## src/rtl/mem_tracker_pkg.sv

```systemverilog
// rtl/mem_tracker_pkg.sv - shared error codes and saturating counter helper for mem_req_tracker
package mem_tracker_pkg;

  localparam logic [1:0] ERR_MISMATCH   = 2'd0;
  localparam logic [1:0] ERR_UNEXPECTED = 2'd1;
  localparam logic [1:0] ERR_OVERFLOW   = 2'd2;
  localparam logic [1:0] ERR_TIMEOUT    = 2'd3;

  // Caller passes the counter zero-extended to 64 bits plus its real width.
  function automatic logic [63:0] sat_inc(input logic [63:0] value, input int unsigned bits);
    logic [63:0] max_value;
    max_value = (bits >= 64) ? {64{1'b1}} : ((64'd1 << bits) - 64'd1);
    return (value >= max_value) ? max_value : value + 64'd1;
  endfunction

endpackage

```

## src/rtl/tracker_fifo.sv

```systemverilog
// rtl/tracker_fifo.sv - circular buffer of outstanding requests {addr, stamp, timed_out}
module tracker_fifo #(
  parameter int ADDR_W  = 20,
  parameter int STAMP_W = 16,
  parameter int DEPTH   = 4
) (
  input  logic                       clock,
  input  logic                       reset,
  input  logic                       push,
  input  logic [ADDR_W-1:0]          push_addr,
  input  logic [STAMP_W-1:0]         push_stamp,
  input  logic                       pop,
  input  logic                       set_timed_out,
  output logic [ADDR_W-1:0]          head_addr,
  output logic [STAMP_W-1:0]         head_stamp,
  output logic                       head_timed_out,
  output logic [$clog2(DEPTH):0]     count
);

  localparam int PTR_W = $clog2(DEPTH);
  localparam int CNT_W = PTR_W + 1;

  logic [ADDR_W-1:0]  addr_q  [DEPTH];
  logic [ADDR_W-1:0]  addr_d  [DEPTH];
  logic [STAMP_W-1:0] stamp_q [DEPTH];
  logic [STAMP_W-1:0] stamp_d [DEPTH];
  logic [DEPTH-1:0]   to_q, to_d;
  logic [PTR_W-1:0]   head_q, head_d, tail_q, tail_d;
  logic [CNT_W-1:0]   count_q, count_d;

  // Pointers wrap for free because DEPTH is a power of two.
  always_comb begin
    addr_d  = addr_q;
    stamp_d = stamp_q;
    to_d    = to_q;
    head_d  = head_q;
    tail_d  = tail_q;
    if (set_timed_out) to_d[head_q] = 1'b1;
    if (pop) head_d = head_q + PTR_W'(1);
    if (push) begin
      addr_d[tail_q]  = push_addr;
      stamp_d[tail_q] = push_stamp;
      to_d[tail_q]    = 1'b0;
      tail_d          = tail_q + PTR_W'(1);
    end
    count_d = count_q + CNT_W'(push) - CNT_W'(pop);
  end

  always_ff @(posedge clock) begin
    if (reset) begin
      addr_q  <= '{default: '0};
      stamp_q <= '{default: '0};
      to_q    <= '0;
      head_q  <= '0;
      tail_q  <= '0;
      count_q <= '0;
    end else begin
      addr_q  <= addr_d;
      stamp_q <= stamp_d;
      to_q    <= to_d;
      head_q  <= head_d;
      tail_q  <= tail_d;
      count_q <= count_d;
    end
  end

  assign head_addr      = addr_q[head_q];
  assign head_stamp     = stamp_q[head_q];
  assign head_timed_out = to_q[head_q];
  assign count          = count_q;

endmodule

```

## src/rtl/mem_req_tracker.sv

```systemverilog
// rtl/mem_req_tracker.sv - passive in-order request/response checker with error and latency statistics
module mem_req_tracker
  import mem_tracker_pkg::*;
#(
  parameter int ADDRESS_BITS = 20,
  parameter int DEPTH        = 4,
  parameter int LAT_BITS     = 16,
  parameter int COUNT_BITS   = 32,
  parameter int TIMEOUT      = 64
) (
  input  logic                     clock,
  input  logic                     reset,
  input  logic                     req_valid,
  input  logic [ADDRESS_BITS-1:0]  req_addr,
  input  logic                     resp_valid,
  input  logic [ADDRESS_BITS-1:0]  resp_addr,
  input  logic                     clear_stats,
  output logic [$clog2(DEPTH):0]   outstanding,
  output logic                     full,
  output logic                     empty,
  output logic                     err_valid,
  output logic [1:0]               err_code,
  output logic [ADDRESS_BITS-1:0]  err_expected,
  output logic [ADDRESS_BITS-1:0]  err_got,
  output logic [3:0]               err_sticky,
  output logic [COUNT_BITS-1:0]    req_count,
  output logic [COUNT_BITS-1:0]    resp_count,
  output logic [$clog2(DEPTH):0]   max_outstanding,
  output logic [LAT_BITS-1:0]      latency_last,
  output logic [LAT_BITS-1:0]      latency_max
);

  localparam int PW = $clog2(DEPTH) + 1;

  logic [LAT_BITS-1:0]     now_q, now_d;
  logic                    err_valid_q, err_valid_d;
  logic [1:0]              err_code_q, err_code_d;
  logic [ADDRESS_BITS-1:0] err_expected_q, err_expected_d;
  logic [ADDRESS_BITS-1:0] err_got_q, err_got_d;
  logic [3:0]              err_sticky_q, err_sticky_d;
  logic [COUNT_BITS-1:0]   req_count_q, req_count_d;
  logic [COUNT_BITS-1:0]   resp_count_q, resp_count_d;
  logic [PW-1:0]           max_out_q, max_out_d;
  logic [LAT_BITS-1:0]     lat_last_q, lat_last_d;
  logic [LAT_BITS-1:0]     lat_max_q, lat_max_d;

  logic [ADDRESS_BITS-1:0] head_addr;
  logic [LAT_BITS-1:0]     head_stamp;
  logic                    head_timed_out;
  logic [PW-1:0]           fifo_count;
  logic                    pop, push, set_to;
  logic                    ev_mis, ev_unexp, ev_ovf, ev_to;
  logic [PW-1:0]           occ_after_pop, occ_next;
  logic [LAT_BITS-1:0]     age;

  tracker_fifo #(
    .ADDR_W  (ADDRESS_BITS),
    .STAMP_W (LAT_BITS),
    .DEPTH   (DEPTH)
  ) u_fifo (
    .clock          (clock),
    .reset          (reset),
    .push           (push),
    .push_addr      (req_addr),
    .push_stamp     (now_q),
    .pop            (pop),
    .set_timed_out  (set_to),
    .head_addr      (head_addr),
    .head_stamp     (head_stamp),
    .head_timed_out (head_timed_out),
    .count          (fifo_count)
  );

  always_comb begin
    now_d = now_q + LAT_BITS'(1);
    age   = now_q - head_stamp;

    // Response side first: any response against a non-empty queue consumes the head.
    pop      = resp_valid && (fifo_count != '0);
    ev_mis   = pop && (resp_addr != head_addr);
    ev_unexp = resp_valid && (fifo_count == '0);

    occ_after_pop = fifo_count - PW'(pop);
    push          = req_valid && (occ_after_pop < PW'(DEPTH));
    ev_ovf        = req_valid && !push;
    occ_next      = occ_after_pop + PW'(push);

    ev_to  = (TIMEOUT != 0) && (fifo_count != '0) && !head_timed_out
             && (age >= LAT_BITS'(TIMEOUT));
    // A head popped this cycle must not leave its flag behind for a reused slot.
    set_to = ev_to && !pop;

    err_valid_d    = ev_mis || ev_unexp || ev_ovf || ev_to;
    err_code_d     = '0;
    err_expected_d = '0;
    err_got_d      = '0;
    if (err_valid_d) begin
      err_expected_d = (fifo_count != '0) ? head_addr : '0;
      if (ev_mis) begin
        err_code_d = ERR_MISMATCH;
        err_got_d  = resp_addr;
      end else if (ev_unexp) begin
        err_code_d = ERR_UNEXPECTED;
        err_got_d  = resp_addr;
      end else if (ev_ovf) begin
        err_code_d = ERR_OVERFLOW;
        err_got_d  = req_addr;
      end else begin
        err_code_d = ERR_TIMEOUT;
      end
    end

    err_sticky_d = clear_stats ? 4'b0000 : err_sticky_q;
    err_sticky_d[ERR_MISMATCH]   = err_sticky_d[ERR_MISMATCH]   | ev_mis;
    err_sticky_d[ERR_UNEXPECTED] = err_sticky_d[ERR_UNEXPECTED] | ev_unexp;
    err_sticky_d[ERR_OVERFLOW]   = err_sticky_d[ERR_OVERFLOW]   | ev_ovf;
    err_sticky_d[ERR_TIMEOUT]    = err_sticky_d[ERR_TIMEOUT]    | ev_to;

    req_count_d  = clear_stats ? '0 : req_count_q;
    resp_count_d = clear_stats ? '0 : resp_count_q;
    lat_last_d   = clear_stats ? '0 : lat_last_q;
    lat_max_d    = clear_stats ? '0 : lat_max_q;
    max_out_d    = clear_stats ? '0 : max_out_q;

    if (push) req_count_d = COUNT_BITS'(sat_inc(64'(req_count_d), COUNT_BITS));
    if (resp_valid) resp_count_d = COUNT_BITS'(sat_inc(64'(resp_count_d), COUNT_BITS));
    if (pop && !ev_mis) begin
      lat_last_d = age;
      if (age > lat_max_d) lat_max_d = age;
    end
    if (occ_next > max_out_d) max_out_d = occ_next;
  end

  always_ff @(posedge clock) begin
    if (reset) begin
      now_q          <= '0;
      err_valid_q    <= 1'b0;
      err_code_q     <= '0;
      err_expected_q <= '0;
      err_got_q      <= '0;
      err_sticky_q   <= '0;
      req_count_q    <= '0;
      resp_count_q   <= '0;
      max_out_q      <= '0;
      lat_last_q     <= '0;
      lat_max_q      <= '0;
    end else begin
      now_q          <= now_d;
      err_valid_q    <= err_valid_d;
      err_code_q     <= err_code_d;
      err_expected_q <= err_expected_d;
      err_got_q      <= err_got_d;
      err_sticky_q   <= err_sticky_d;
      req_count_q    <= req_count_d;
      resp_count_q   <= resp_count_d;
      max_out_q      <= max_out_d;
      lat_last_q     <= lat_last_d;
      lat_max_q      <= lat_max_d;
    end
  end

  assign outstanding     = fifo_count;
  assign full            = (fifo_count == PW'(DEPTH));
  assign empty           = (fifo_count == '0);
  assign err_valid       = err_valid_q;
  assign err_code        = err_code_q;
  assign err_expected    = err_expected_q;
  assign err_got         = err_got_q;
  assign err_sticky      = err_sticky_q;
  assign req_count       = req_count_q;
  assign resp_count      = resp_count_q;
  assign max_outstanding = max_out_q;
  assign latency_last    = lat_last_q;
  assign latency_max     = lat_max_q;

endmodule
```

## config.mk

```make
export PLATFORM = sky130hd
export DESIGN_NAME = mem_req_tracker
export DESIGN_NICKNAME = d
export VERILOG_FILES = /design/src/rtl/mem_tracker_pkg.sv /design/src/rtl/tracker_fifo.sv /design/src/rtl/mem_req_tracker.sv
export SDC_FILE = /design/constraint.sdc
export NUM_CORES = 1
export LEC_CHECK = 0
export CAP_MARGIN = 10
export CORE_AREA = 2 2 185 278
export DETAILED_ROUTE_END_ITERATION = 12
export DIE_AREA = 0 0 187 280
export PLACE_DENSITY_LB_ADDON = 0.15
export SLEW_MARGIN = 10
export SYNTH_ARGS = -nofsm -noshare
export SYNTH_HDL_FRONTEND = slang
export SYNTH_SLANG_ARGS = --single-unit
```

## constraint.sdc

```tcl
create_clock -name clock -period 5.5 [get_ports clock]
set_clock_uncertainty 0.05 [all_clocks]
set_input_delay 0.55 -clock clock [delete_from_list [all_inputs] [get_ports clock]]
set_output_delay 0.55 -clock clock [all_outputs]
set_load 0.005 [all_outputs]
```

==> results_dict.tcl <==
set metrics [dict create \
    synth-seq-cells 317 \
    whs_path_depth 2 \
    die-width_um 187 \
    ys_warn_count 0 \
    fin_cells 2626 \
    cp.arrival_ps 5160 \
    htreeDepth 2 \
    drcViolationCount 0 \
    grt_pass1_wl_um 75100 \
    synth_nets 1873 \
    async_flop_share_pct 0 \
    drtAntennaViolNets 0 \
    ir_drop_mv 0.188 \
    die_area_sq_um 52400 \
    n_fill_cell 5203 \
    tns_ps 0 \
    multi_input_area_sq_um 7880 \
    clock_path_buffers 3 \
    path_clk_slew_ps 60 \
    synthCells 1776 \
    clock-sinks 317 \
    power.leakage_nw 6.57 \
    overflow 0 \
    numCtsBuffers 36 \
    rsz0062_at_grt "no" \
    root_buffer "clkbuf_16" \
    core_area_sq_um 50200 \
    port_buffers 195 \
    cp-start-kind "flip-flop" \
    crit_type "flip-flop to flip-flop" \
    regArea_sq_um 6350 \
    synth_area_leaders "dfxtp_1, nand2_1, a21oi_1" \
    vias 13000 \
    first_global_vias 12800 \
    gp_congestion 0.860 \
    wl_per_cell_um 18.3 \
    fp.dieH_um 280 \
    cts_tree "yes" \
    status "complete, no violations" \
    drive_gt1_share_pct 8.23 \
    worstHoldEndpoint "u_fifo.addr_q[36]$_SDFFE_PP0P_" \
    max_cap_viol_count 0 \
    regToRegEndpoint "latency_max[12]$_SDFF_PP0_" \
    postLayoutCellArea_sq_um 18600 \
    yosysSeqAreaShare_pct 42.8 \
    hold_class "flip-flop to flip-flop" \
    dpl.cell_count 2562 \
    netlist_area_sq_um 14800 \
    synth_ff_type "dfxtp_1" \
    clk_latency_ps 550 \
    wl_um 48100 \
    layout_commonest_cell "nand2_1" \
    min-delay-start "u_fifo.addr_q[36]$_SDFFE_PP0P_" \
    finalMaxSlewViolations 0 \
    via_per_inst 4.97 \
    layout_common_cells "nand2_1, dfxtp_1, a21oi_1" \
    finalPower_w 0.00667 \
    fmax_mhz 208 \
    drtIter0Drc 745 \
    crit_fanout 18 \
    r2r_slack_ps 680 \
    io_pins 196 \
    grt_max_degree 92 \
    synth-edff-count 0 \
    dpl_cell_area_sq_um 17500 \
    fin_nets 2028 \
    synth_top_area_share_pct 42.8 \
    dr.pass1.iters 5 \
    rows 101 \
    relSlewSlack_pct 41.2 \
    hold_violations 0 \
    synth_cell_types 64 \
    antenna_found_initial 0 \
    syn_area_per_cell_sq_um 8.35 \
    start_util_pct 29.6 \
    postLayoutCoreUtil_pct 37.1 \
    gr-usage-all-layers_pct 18.0 \
    p_per_area_nw_per_um2 358 \
    endpoint_kind "flip-flop" \
    period_minus_slack_ps 4820 \
    setup_viol 0 \
    period_share_pct 87.6 \
    num_antenna_cells 0 \
    synth_top_cell_by_area "dfxtp_1" \
    tightest_slew_ps 883 \
    reg2regPathDepth 17 \
    required_ps 5840 \
    area_delta_synth_final_pct 25.6 \
    hpwl_um 32600 \
    crit-reg2reg-launch "u_fifo.head_q[0]$_SDFFE_PP0P_" \
]
-- power by group --
part           switching [W]  total (W)  internal, W
clock network        0.00102    0.00240      0.00138
registers          0.0000827    0.00252      0.00244
logic                0.00105    0.00175     0.000696
-- layer usage --
metal  share of wire, %  GRT usage, %  wire length, um  vias to the layer above
met5                  0             0                0                        -
met4                2.7          6.04             1320                        0
met3                4.1          2.39             1990                       66
met2                 51          32.7            24500                      310
met1                 42          21.9            20200                     6308
li1                   -             -                -                     6364
-- registers in the layout (all words and copies together) (netlist names), 20 cells and up --
| name | count |
|---|---|
| err_expected | 20 |
| req_count | 32 |
| u_fifo.stamp_q | 64 |
| err_got | 20 |
| u_fifo.addr_q | 80 |
| resp_count | 32 |
-- synth_stat cells, types with 7 or more instances --
| library cell | instances |
|---|---|
| nand2_1 | 443 |
| nor2_1 | 88 |
| nor3_1 | 14 |
| dfxtp_1 | 317 |
| and2_1 | 9 |
| o21ai_0 | 22 |
| o31ai_1 | 15 |
| buf_1 | 7 |
| or4b_1 | 7 |
| nand3_1 | 59 |
| mux4_2 | 37 |
| a21oi_1 | 240 |
| nor2b_1 | 34 |
| xor2_1 | 34 |
| clkbuf_1 | 104 |
| mux2i_1 | 13 |
| inv_1 | 39 |
| xnor2_1 | 68 |
| a21o_1 | 14 |
| or3_1 | 10 |
| a31oi_1 | 7 |
| and3_1 | 26 |
| ha_1 | 50 |
| nand4_1 | 32 |
-- per-stage QoR --
| stage | hold slack [ps] | setup WS [ps] |
|---|---|---|
| floorplan | 383 | 104 |
| global placement | 383 | 471 |
| finish | 398 | 682 |
| CTS | 402 | 337 |
| detailed placement | 394 | 326 |
| global route | 415 | 359 |
-- logic make-up (layout without fill, tap and decap cells) --
| kind of cell | after synthesis | after routing | synth area share, % |
|---|---|---|---|
| adders and majority gates | 52 | 52 | 4.49 |
| xor gates and xnor gates | 102 | 102 | 6.02 |
| buffers and inverters | 157 | 338 | 4.13 |
| and+or+nand+nor | 757 | 757 | 22.9 |
| muxes | 51 | 51 | 6.57 |
| DFF | 317 | 317 | 42.8 |
| AOI/OAI and AO/OA | 340 | 340 | 13.1 |
-- cell type report --
cell class,count,share of cell area [%]
Clock buffer,51,5.57
Clock inverter,13,0.698
Inverter,39,0.786
Multi-Input combinational cell,1302,42.3
Sequential cell,317,34.1
Tap cell,669,4.49
Timing Repair Buffer,235,12.1
-- worst max-delay path by stage --
stage | start | to | slack [ps] | cells after the start
2_1_floorplan | u_fifo.head_q[0]$_SDFFE_PP0P_ | latency_max[10]$_SDFF_PP0_ | 100 | 20
3_3_place_gp | u_fifo.head_q[0]$_SDFFE_PP0P_ | latency_max[2]$_SDFF_PP0_ | 470 | 18
3_5_place_dp | u_fifo.head_q[0]$_SDFFE_PP0P_ | latency_max[7]$_SDFF_PP0_ | 330 | 18
4_1_cts | u_fifo.head_q[0]$_SDFFE_PP0P_ | latency_max[12]$_SDFF_PP0_ | 340 | 18
5_1_grt | u_fifo.head_q[0]$_SDFFE_PP0P_ | latency_max[6]$_SDFF_PP0_ | 360 | 17
6_report | u_fifo.head_q[0]$_SDFFE_PP0P_ | latency_max[12]$_SDFF_PP0_ | 680 | 17
-- critical path, cell delays in order, from the launching register on --
cell and delay, ps:
dfxtp_2 320, buf_4 220, mux4_2 510, inv_1 90, ha_1 260, a21oi_1 330
nand3_1 260, and3_1 220, o311a_1 290, or3_1 360, nand2_1 110, inv_1 50
ha_1 310, nand4_1 120, mux2i_1 120, a31o_4 310, nor2_2 590, o31ai_1 140
-- timing repair --
item / in CTS / in global routing
buffers inserted: 0 / 0
setup endpoints to repair: 0 / 1
hold buffers: 0 / 0
resized for setup: 0 / 1
(Power assumes the default switching activity.)
